### config.mk
export PLATFORM = sky130hd
export DESIGN_NAME = reflex_round_timer
export DESIGN_NICKNAME = d
export VERILOG_FILES = /design/src/rtl/reflex_round_timer.sv
export SDC_FILE = /design/constraint.sdc
export NUM_CORES = 1
export LEC_CHECK = 0
export CORE_MARGIN = 5
export CORE_UTILIZATION = 46
export CTS_CLUSTER_SIZE = 12
export DETAILED_ROUTE_END_ITERATION = 10
export HOLD_SLACK_MARGIN = 0.06
export PLACE_DENSITY = 0.73
export RECOVER_POWER = 50
export SLEW_MARGIN = 10
export SYNTH_ARGS = -nofsm -noshare
export SYNTH_HDL_FRONTEND = slang
export SYNTH_SLANG_ARGS = --single-unit
### constraint.sdc
create_clock -name clk -period 2.7 [get_ports clk]
set_clock_uncertainty 0.15 [all_clocks]
set_input_delay 0.27 -clock clk [delete_from_list [all_inputs] [get_ports clk]]
set_output_delay 0.27 -clock clk [all_outputs]
set_load 0.01 [all_outputs]
### src/rtl/reflex_round_timer.sv
// Reaction-game round timer: prescales clk into ticks, waits a fixed or LFSR-extended delay,
// then times the reaction window and classifies each round as hit, early or miss.
module reflex_round_timer #(
  parameter int TICK_DIV     = 50_000_000,
  parameter int DELAY_TICKS  = 5,
  parameter int RAND_W       = 4,
  parameter int WINDOW_TICKS = 8,
  parameter int MAX_WRONG    = 3,
  parameter int REACT_W      = 8
) (
  input  logic               clk,
  input  logic               rst_n,
  input  logic               switch,
  input  logic               mode,
  input  logic               press,
  output logic               tick,
  output logic               start,
  output logic               hit,
  output logic               wrong,
  output logic [2:0]         wrong_time,
  output logic [REACT_W-1:0] reaction_ticks,
  output logic               game_over
);
  localparam int PW   = $clog2(TICK_DIV);
  localparam int DW   = $clog2(DELAY_TICKS + (1 << RAND_W));
  localparam int RCW  = $clog2(WINDOW_TICKS + 1);
  localparam int RMAX = (1 << REACT_W) - 1;

  typedef enum logic [1:0] {IDLE, WAIT, GO, OVER} state_t;

  state_t         state, state_nxt;
  logic [PW-1:0]  pcnt, pcnt_nxt;
  logic [7:0]     lfsr;
  logic [DW-1:0]  dcnt, dly;
  logic [RCW-1:0] rcnt;
  logic           ev_hit, ev_wrong, load, clr_wrong, last_wrong;

  // prescaler restarts on round entry so the first delay is an exact multiple of TICK_DIV
  always_comb begin
    pcnt_nxt = (pcnt == PW'(TICK_DIV - 1)) ? '0 : pcnt + 1'b1;
    if (!switch || (state == IDLE)) pcnt_nxt = '0;
  end

  assign dly        = DW'(DELAY_TICKS) + (mode ? DW'(lfsr[RAND_W-1:0]) : '0);
  assign last_wrong = (wrong_time == 3'(MAX_WRONG - 1));

  // state register
  always_ff @(posedge clk) begin
    if (!rst_n) state <= IDLE;
    else        state <= state_nxt;
  end

  // next-state and round events; press outranks tick-driven transitions
  always_comb begin
    state_nxt = state;
    ev_hit    = 1'b0;
    ev_wrong  = 1'b0;
    load      = 1'b0;
    clr_wrong = 1'b0;
    if (!switch) begin
      state_nxt = IDLE;
    end else begin
      case (state)
        IDLE: begin
          state_nxt = WAIT;
          load      = 1'b1;
          clr_wrong = 1'b1;
        end
        WAIT: begin
          if (press) begin
            ev_wrong  = 1'b1;
            load      = 1'b1;
            state_nxt = last_wrong ? OVER : WAIT;
          end else if (tick && (dcnt == DW'(1))) begin
            state_nxt = GO;
          end
        end
        GO: begin
          if (press) begin
            ev_hit    = 1'b1;
            load      = 1'b1;
            state_nxt = WAIT;
          end else if (tick && (rcnt == RCW'(WINDOW_TICKS - 1))) begin
            ev_wrong  = 1'b1;
            load      = 1'b1;
            state_nxt = last_wrong ? OVER : WAIT;
          end
        end
        default: state_nxt = state;
      endcase
    end
  end

  // state-decoded outputs
  always_comb begin
    start     = (state == GO);
    game_over = (state == OVER);
  end

  always_ff @(posedge clk) begin
    if (!rst_n) begin
      pcnt           <= '0;
      tick           <= 1'b0;
      lfsr           <= 8'hA5;
      dcnt           <= '0;
      rcnt           <= '0;
      hit            <= 1'b0;
      wrong          <= 1'b0;
      wrong_time     <= '0;
      reaction_ticks <= '0;
    end else begin
      pcnt  <= pcnt_nxt;
      tick  <= (pcnt_nxt == PW'(TICK_DIV - 1));
      lfsr  <= {lfsr[6:0], lfsr[7] ^ lfsr[5] ^ lfsr[4] ^ lfsr[3]};
      hit   <= ev_hit;
      wrong <= ev_wrong;
      if (clr_wrong)
        wrong_time <= '0;
      else if (ev_wrong && (wrong_time < 3'(MAX_WRONG)))
        wrong_time <= wrong_time + 3'd1;
      if (load)
        dcnt <= dly;
      else if ((state == WAIT) && tick)
        dcnt <= dcnt - 1'b1;
      // held at zero while waiting so GO always starts counting from 0
      if (state == WAIT)
        rcnt <= '0;
      else if ((state == GO) && tick)
        rcnt <= rcnt + 1'b1;
      if (ev_hit)
        reaction_ticks <= (int'(rcnt) > RMAX) ? REACT_W'(RMAX) : REACT_W'(rcnt);
    end
  end
endmodule
==> flow_metrics.tcl, run 1 <==
set metrics [dict create \
    cts_tree "done" \
    path_delay_family "simple AND/OR/NAND/NOR gates" \
    worst-endpoint-required_ns 2.75 \
    path_clk_slew_ns 0.10 \
    port-buffer-count 16 \
    initial_core_util 0.469 \
    rows 28 \
    dpl_worst_slack_ns 0.284 \
    rrSetupSlack_ns 0.27 \
    post-route-util 0.528 \
    cts_max_path_buffers 2 \
    routabilityCongestion 0.905 \
    period_needed_ns 2.43 \
    core_area_um2 5850 \
    dr.pass1.iters 4 \
    wl_per_cell_um 13.1 \
    grtUsageTotal 0.151 \
    r2r-end "tick" \
    grt-ovfl-total 0 \
    placed_cells 392 \
    dp_hpwl_mm 3.83 \
    post_cts_resized 0 \
    synthArstFlopShare 0 \
    most-common-layout-cells "dfxtp_1, nor2_1, nand2_1" \
    rsz0062_at_grt "no" \
    fin_setup_tns_ns 0 \
    grt_pass1_wl_mm 9.32 \
    cts-root-buf "clkbuf_8" \
    worst_slew_pin_slew_ns 0.756 \
    syn_to_final_growth_pct 12.7 \
    drv_cap 0 \
    ios 21 \
    drcViolationCount 0 \
    die_width_um 87.2 \
    synth_cell_type_count 48 \
    crit_type "flop to flop" \
    antenna_found_initial 0 \
    p_per_area_nw_per_um2 486 \
    ys_top_cells_by_area "dfxtp_1, xor2_1, xnor2_1" \
    ff2ff_path_depth 7 \
    drt_iter0_markers 106 \
    ys_warn_count 0 \
    synth_top_area_frac 0.401 \
    setup_violations 0 \
    status "finished clean" \
    cts_num_sinks 55 \
    min_period_over_period 0.901 \
    cts-htree-levels 2 \
    min_from "lfsr[6]" \
    ys_ff_latch 55 \
    layout_commonest_cell "dfxtp_1" \
    crit_path_cell_trace "ha_1, nand2_1, nor4_4, nand3_2, or3_4, a2111oi_4, and4b_1" \
    max_freq_ghz 0.411 \
    synth_edf_count 0 \
    fin_cells 400 \
    start_kind "flop" \
    die-area_um2 7610 \
    post_cts_buffers 0 \
    cts-buffers-inserted 5 \
    ys.flop_type "dfxtp_1" \
    hold_buffers 0 \
    viasPerCell 5.18 \
    slowest_stage "dfxtp_1" \
    hold_path.class "flop to flop" \
    synthCells 306 \
    p_leak_nw 1.17 \
    cp_num_buf_inv 0 \
    max_slew_margin 0.496 \
    n_antenna_cell 0 \
    fin_nets 340 \
    grt_pass1_vias 2064 \
    dr_total_vias 2073 \
    crit_path_max_incr_delay_ns 0.41 \
    ir_worst_vdd_mv 0.342 \
    ant_nets 0 \
    worstHoldPathCells 1 \
    wirelength_mm 5.24 \
    hold_viol_final 0 \
    avgSynthCellArea_um2 8.97 \
    end_kind "flop" \
    clkLatencyLatePin_ns 0.30 \
    die_h_um 87.2 \
    setup_ws_ns 0.267 \
    drv_slew 0 \
    synth-seq-area-share 0.401 \
    arrival_ns 2.49 \
    crit_path_max_fanout 5 \
    synth_area_leader_cell "dfxtp_1" \
    syn_area_um2 2740 \
    r2r-start "pcnt[0]" \
    drive_gt1_frac 0.0615 \
    grt_max_degree 25 \
    holdPathEnd "lfsr[7]" \
]
-- synthesized netlist by cell type (all sizes together), types with 2 or more instances --
cell type	count
clkbuf	7
and4b	2
nand2	31
nand2b	7
mux2i	7
and2	9
ha	11
a21oi	13
nor3	8
or3	3
xnor2	16
nand3b	3
nor4b	2
nor2b	9
or4	2
o21ai	6
nor2	34
and3	4
xor2	18
inv	10
nor4	8
nor3b	2
nand3	10
dfxtp	55
buf	5
nand4	10
-- cell families after synthesis --
family,after synthesis,share of synthesized area
AOI/OAI and AO/OA,30,0.0775
adders and majority gates,11,0.0502
and+or+nand+nor,146,0.300
buffers and inverters,22,0.0360
other,1,0.00137
muxes,7,0.0255
DFF,55,0.401
xor gates and xnor gates,34,0.109
-- flip-flops by register name, indices dropped and copies added, names as in the netlist --
register / count
state: 2
dcnt: 5
tick: 1
hit: 1
wrong: 1
wrong_time: 3
rcnt: 4
reaction_ticks: 4
lfsr: 8
pcnt: 26
-- worst max path at each step --
stage	startpoint	end	slack (ns)	depth (start not counted)
final	pcnt[0]	tick	0.27	7
after global routing	pcnt[0]	tick	0.12	7
after CTS	pcnt[0]	tick	0.26	7
after detailed placement	pcnt[0]	tick	0.28	7
after global placement	pcnt[0]	tick	0.37	7
after floorplan	pcnt[0]	tick	0.44	7
-- worst reg2reg max path, cell delays in order (launching register included) --
cell       delay (ns)
dfxtp_1          0.41
ha_1             0.23
nand2_1          0.14
nor4_4           0.34
nand3_2          0.14
or3_4            0.36
a2111oi_4        0.35
and4b_1          0.23
-- area by class of cell --
cell class	instances	area, µm²
repair buffers	20	186
clock inverters	2	35.0
multi-input cells	232	1560
fillers	540	2760
inverters	10	37.5
well taps	75	93.8
clock buffers	6	82.6
flip-flops and latches	55	1100
-- per-layer routing --
metal  wire (µm)  part of all wire  global-route usage
met1        2560              0.49               0.200
met2        2450              0.47               0.248
met3         183             0.035              0.0322
met4          42            0.0080              0.0418
met5           0                 0                   0
-- where the power goes --
part	total (mW)	internal (mW)	leakage, nW	switching [mW]
registers	0.845	0.830	0.447	0.0154
clock network	0.561	0.300	0.0612	0.260
logic	0.0977	0.0434	0.663	0.0543
total	1.50	1.17	1.17	0.330
-- stage by stage --
step / total power, mW / hold WS (ns) / instance area, µm²
after floorplan: 0.939 / 0.234 / 2760
after global placement: 0.961 / 0.244 / 2980
after detailed placement: 0.963 / 0.254 / 2980
after CTS: 1.52 / 0.276 / 3100
after global routing: 1.57 / 0.283 / 3090
final: 1.50 / 0.274 / 3090
No activity file was read; power rests on OpenSTA's default activity.
==> run 2, diff against run 1 <==
Settings changed: PLACE_DENSITY 0.73 to 0.64.
==> run 2 against run 1 <==
  * Highest routed layer unchanged
  * Sequential share of layout area about the same
  * First-iteration DRC count shrank 51%
  * Global-route usage rose by 0.059 points
  * Critical path type unchanged
  * Flip-flop and latch count is the same
  * Combinational power up 0.7%
  * Largest power group unchanged
  * Setup slack improved by 0.034 ns
  * Sequential power about the same
==> flow_metrics.tcl, run 2 (synthesis results as in run 1) <==
set metrics [dict create \
    grt_max_degree 25 \
    hold_path.class "flop to flop" \
    cts-root-buf "clkbuf_8" \
    antenna_found_initial 0 \
    rows 28 \
    die_h_um 87.2 \
    drcViolationCount 0 \
    port-buffer-count 16 \
    reg_top3 "pcnt x26, lfsr x8, dcnt x5" \
    grtUsageTotal 0.151 \
    status "finished clean" \
    crit_path_cell_trace "ha_1, nand2_1, or4_1, xnor2_1, nand4_1, nor4b_2, and4b_1" \
    crit_path_max_incr_delay_ns 0.60 \
    dr.pass1.iters 4 \
    end_kind "flop" \
    post_cts_resized 0 \
    start_kind "flop" \
    worst-endpoint-required_ns 2.81 \
    worst_slew_pin_slew_ns 0.825 \
    hold_viol_final 0 \
    drv_slew 0 \
    core_area_um2 5850 \
    p_per_area_nw_per_um2 490 \
    syn_to_final_growth_pct 12.5 \
    path_delay_family "simple AND/OR/NAND/NOR gates" \
    most-common-layout-cells "dfxtp_1, nor2_1, nand2_1" \
    grt-ovfl-total 0 \
    setup_violations 0 \
    hold_buffers 0 \
    fin_setup_tns_ns 0 \
    arrival_ns 2.51 \
    largest-register "pcnt" \
    fillers 571 \
    rsz0062_at_grt "no" \
    p_leak_nw 1.17 \
    path_clk_slew_ns 0.10 \
    crit_type "flop to flop" \
    cts-htree-levels 2 \
    wl_per_cell_um 13.2 \
    crit_path_max_fanout 5 \
    layout_commonest_cell "dfxtp_1" \
    cp_num_buf_inv 0 \
    ios 21 \
    dr_total_vias 2108 \
    die_width_um 87.2 \
    max_freq_ghz 0.417 \
    ant_nets 0 \
    grt_pass1_wl_mm 9.36 \
    max_slew_margin 0.450 \
    viasPerCell 5.27 \
    clkLatencyLatePin_ns 0.31 \
    slowest_stage "or4_1" \
    grt_pass1_vias 2119 \
    period_needed_ns 2.40 \
    drive_gt1_frac 0.0585 \
    drv_cap 0 \
    routabilityCongestion 0.792 \
    cts_tree "done" \
    initial_core_util 0.469 \
    n_antenna_cell 0 \
    post_cts_buffers 0 \
    post-route-util 0.528 \
    die-area_um2 7610 \
    wirelength_mm 5.28 \
    drt_iter0_markers 52 \
    largest_register_ffs 26 \
    cts_max_path_buffers 2 \
    fin_nets 340 \
    cts-buffers-inserted 5 \
    dp_hpwl_mm 3.90 \
    ir_worst_vdd_mv 0.306 \
    cts_num_sinks 55 \
    min_period_over_period 0.889 \
]
-- run 2: power by group --
part	switching [mW]	total [mW]	internal, mW
sequential	0.0151	0.845	0.830
clock	0.268	0.569	0.301
combinational	0.0554	0.0984	0.0430
total	0.339	1.51	1.17
-- run 2: layer usage --
| metal | vias to the layer above | part of all wire | GRT usage |
|---|---|---|---|
| li1 | 1078 | - | - |
| met1 | 996 | 0.49 | 0.183 |
| met2 | 28 | 0.47 | 0.265 |
| met3 | 6 | 0.027 | 0.0341 |
| met4 | 0 | 0.011 | 0.0502 |
| met5 | - | 0 | 0 |
-- run 2: metrics by stage --
step	cells	setup WS (ns)	instance area [µm²]	total power [mW]	hold WS (ns)
after detailed placement	392	0.299	2980	0.964	0.260
after global routing	400	0.151	3090	1.59	0.317
after floorplan	309	0.443	2760	0.939	0.234
after CTS	400	0.279	3100	1.53	0.281
after global placement	392	0.305	2980	0.964	0.246
final	400	0.300	3090	1.51	0.275
-- run 2: area by class of cell --
| class | instances | area (µm²) | area share |
|---|---|---|---|
| timing repair buffer | 20 | 183 | 0.0592 |
| clock inverter | 2 | 35.0 | 0.0113 |
| multi-input combinational | 232 | 1560 | 0.504 |
| inverter | 10 | 37.5 | 0.0122 |
| clock buffer | 6 | 82.6 | 0.0267 |
| tap | 75 | 93.8 | 0.0304 |
| sequential | 55 | 1100 | 0.357 |
-- run 2: path summary, 6_finish.rpt --
check	start	to	slack (ns)	cells past startpoint
max	pcnt[0]	tick	0.30	7
min	lfsr[6]	lfsr[7]	0.28	1
max reg2reg	pcnt[0]	tick	0.30	7
min reg2reg	lfsr[6]	lfsr[7]	0.28	1
-- run 2: worst register-to-register path, cell delays in order (launching register included) --
cell and delay [ns]:
dfxtp_1 0.40, ha_1 0.22, nand2_1 0.13, or4_1 0.60, xnor2_1 0.19, nand4_1 0.15
nor4b_2 0.29, and4b_1 0.21
==> run 3, diff against run 2 <==
Clock period 2.7 ns to 2.9 ns, I/O delays scaled along.
==> run 3 against run 2 <==
  * Clock power down 12%
  * Critical path depth stayed put
  * Setup slack gained 0.19 ns
  * Combinational power fell by 7.2%
  * Worst hold slack improved by 0.0015 ns
  * Die area unchanged
  * Total power down 9.0%
  * Flip-flop and latch count is the same
  * Routed wire length fell by 1.7%
  * Clock-buffer cell count is 1 lower
  * Design area fell by 0.73%
  * Critical path type unchanged
  * Highest routed layer unchanged
==> flow_metrics.tcl, run 3 (synthesis results as in run 1) <==
set metrics [dict create \
    status "finished clean" \
    routabilityCongestion 0.819 \
    crit_path_max_incr_delay_ns 0.41 \
    port-buffer-count 16 \
    min_period_over_period 0.830 \
    p_per_area_nw_per_um2 449 \
    setup_violations 0 \
    post_cts_resized 0 \
    cts_tree "done" \
    die_width_um 87.2 \
    most-common-layout-cells "dfxtp_1, nor2_1, nand2_1" \
    placed_cells 390 \
    grt-ovfl-total 0 \
    cts_max_path_buffers 2 \
    drt_iter0_markers 79 \
    drv_slew 0 \
    rsz0062_at_grt "no" \
    arrival_ns 2.47 \
    worst_slew_pin_slew_ns 0.772 \
    reg_top3 "pcnt x26, lfsr x8, dcnt x5" \
    drive_gt1_frac 0.0528 \
    max_slew_margin 0.485 \
    period_needed_ns 2.41 \
    n_antenna_cell 0 \
    p_leak_nw 1.15 \
    grt_busiest_layer "met2" \
    hold_path.class "flop to flop" \
    hold_buffers 0 \
    core_area_um2 5850 \
    max_freq_ghz 0.415 \
    slowest_stage "dfxtp_1" \
    grt_util_met3 0.0255 \
    crit_path_cell_trace "ha_1, nand2_1, nor4_4, nand3_2, or3_4, a2111oi_4, and4b_1" \
    stdcell_area_um2 3070 \
    dp_hpwl_mm 3.87 \
    layout_commonest_cell "dfxtp_1" \
    initial_core_util 0.469 \
    die-area_um2 7610 \
    fin_cells 397 \
    grtUsageMet1 0.198 \
    grt_pass1_wl_mm 8.96 \
    cts-root-buf "clkbuf_8" \
    placed_area_um2 2960 \
    hold_viol_final 0 \
    wirelength_mm 5.19 \
    syn_to_final_growth_pct 11.7 \
    fin_setup_tns_ns 0 \
    antenna_found_initial 0 \
    worst-endpoint-required_ns 2.96 \
    rows 28 \
    largest_register_ffs 26 \
    grtUsageTotal 0.146 \
    start_kind "flop" \
    drv_cap 0 \
    ios 21 \
    grt_pass1_vias 1983 \
    ir_worst_vdd_mv 0.311 \
    fin_nets 338 \
    path_clk_slew_ns 0.10 \
    die_h_um 87.2 \
    dr.pass1.iters 4 \
    end_kind "flop" \
    cts-buffers-inserted 5 \
    clkLatencyLatePin_ns 0.30 \
    post-route-util 0.524 \
    viasPerCell 5.16 \
    grt_max_degree 22 \
    cts_num_sinks 55 \
    largest-register "pcnt" \
    crit_path_max_fanout 5 \
    cts-htree-levels 2 \
    finalPower_mw 1.38 \
    post_cts_buffers 0 \
    ant_nets 0 \
    wl_per_cell_um 13.1 \
    met2_usage 0.242 \
    drcViolationCount 0 \
    crit_type "flop to flop" \
    dr_total_vias 2047 \
    fillers 560 \
]
==> run 3: final cells by class <==
cell class / count / area [µm²] / area share
clock buffer: 5 / 68.8 / 0.0224
clock inverter: 2 / 37.5 / 0.0122
inverter: 10 / 37.5 / 0.0122
multi-input combinational: 232 / 1560 / 0.507
sequential: 55 / 1100 / 0.359
tap: 75 / 93.8 / 0.0306
timing repair buffer: 18 / 171 / 0.0559
==> run 3: critical path: cells and delay by family, from the launching register on <==
family,cells,cell delay [ns]
flip-flops,1,0.41
AO/OA/AOI/OAI,1,0.35
adder cells (fa/ha/maj),1,0.23
AND/OR/NAND/NOR,5,1.17
==> run 3: path summary, 6_finish.rpt <==
kind	start	end	slack, ns	cells after the start
worst max-delay path	pcnt[0]	tick	0.49	7
worst min register to register	lfsr[6]	lfsr[7]	0.28	1
worst min-delay path	lfsr[6]	lfsr[7]	0.28	1
worst max register to register	pcnt[0]	tick	0.49	7
==> run 3: power breakdown <==
| part | switching (mW) | internal [mW] | total, mW |
|---|---|---|---|
| Sequential | 0.0142 | 0.773 | 0.787 |
| Combinational | 0.0511 | 0.0402 | 0.0913 |
| Clock | 0.245 | 0.253 | 0.498 |
==> run 3: stage by stage <==
stage / hold WS [ns] / setup WS, ns
floorplan: 0.236 / 0.643
global placement: 0.244 / 0.568
CTS: 0.286 / 0.489
detailed placement: 0.256 / 0.493
finish: 0.277 / 0.492
global route: 0.312 / 0.338
==> run 3: routing by layer <==
| metal | vias up | wire (µm) |
|---|---|---|
| li1 | 1072 | - |
| met1 | 950 | 2590 |
| met2 | 19 | 2450 |
| met5 | - | 0 |
| met3 | 6 | 100 |
| met4 | 0 | 47 |
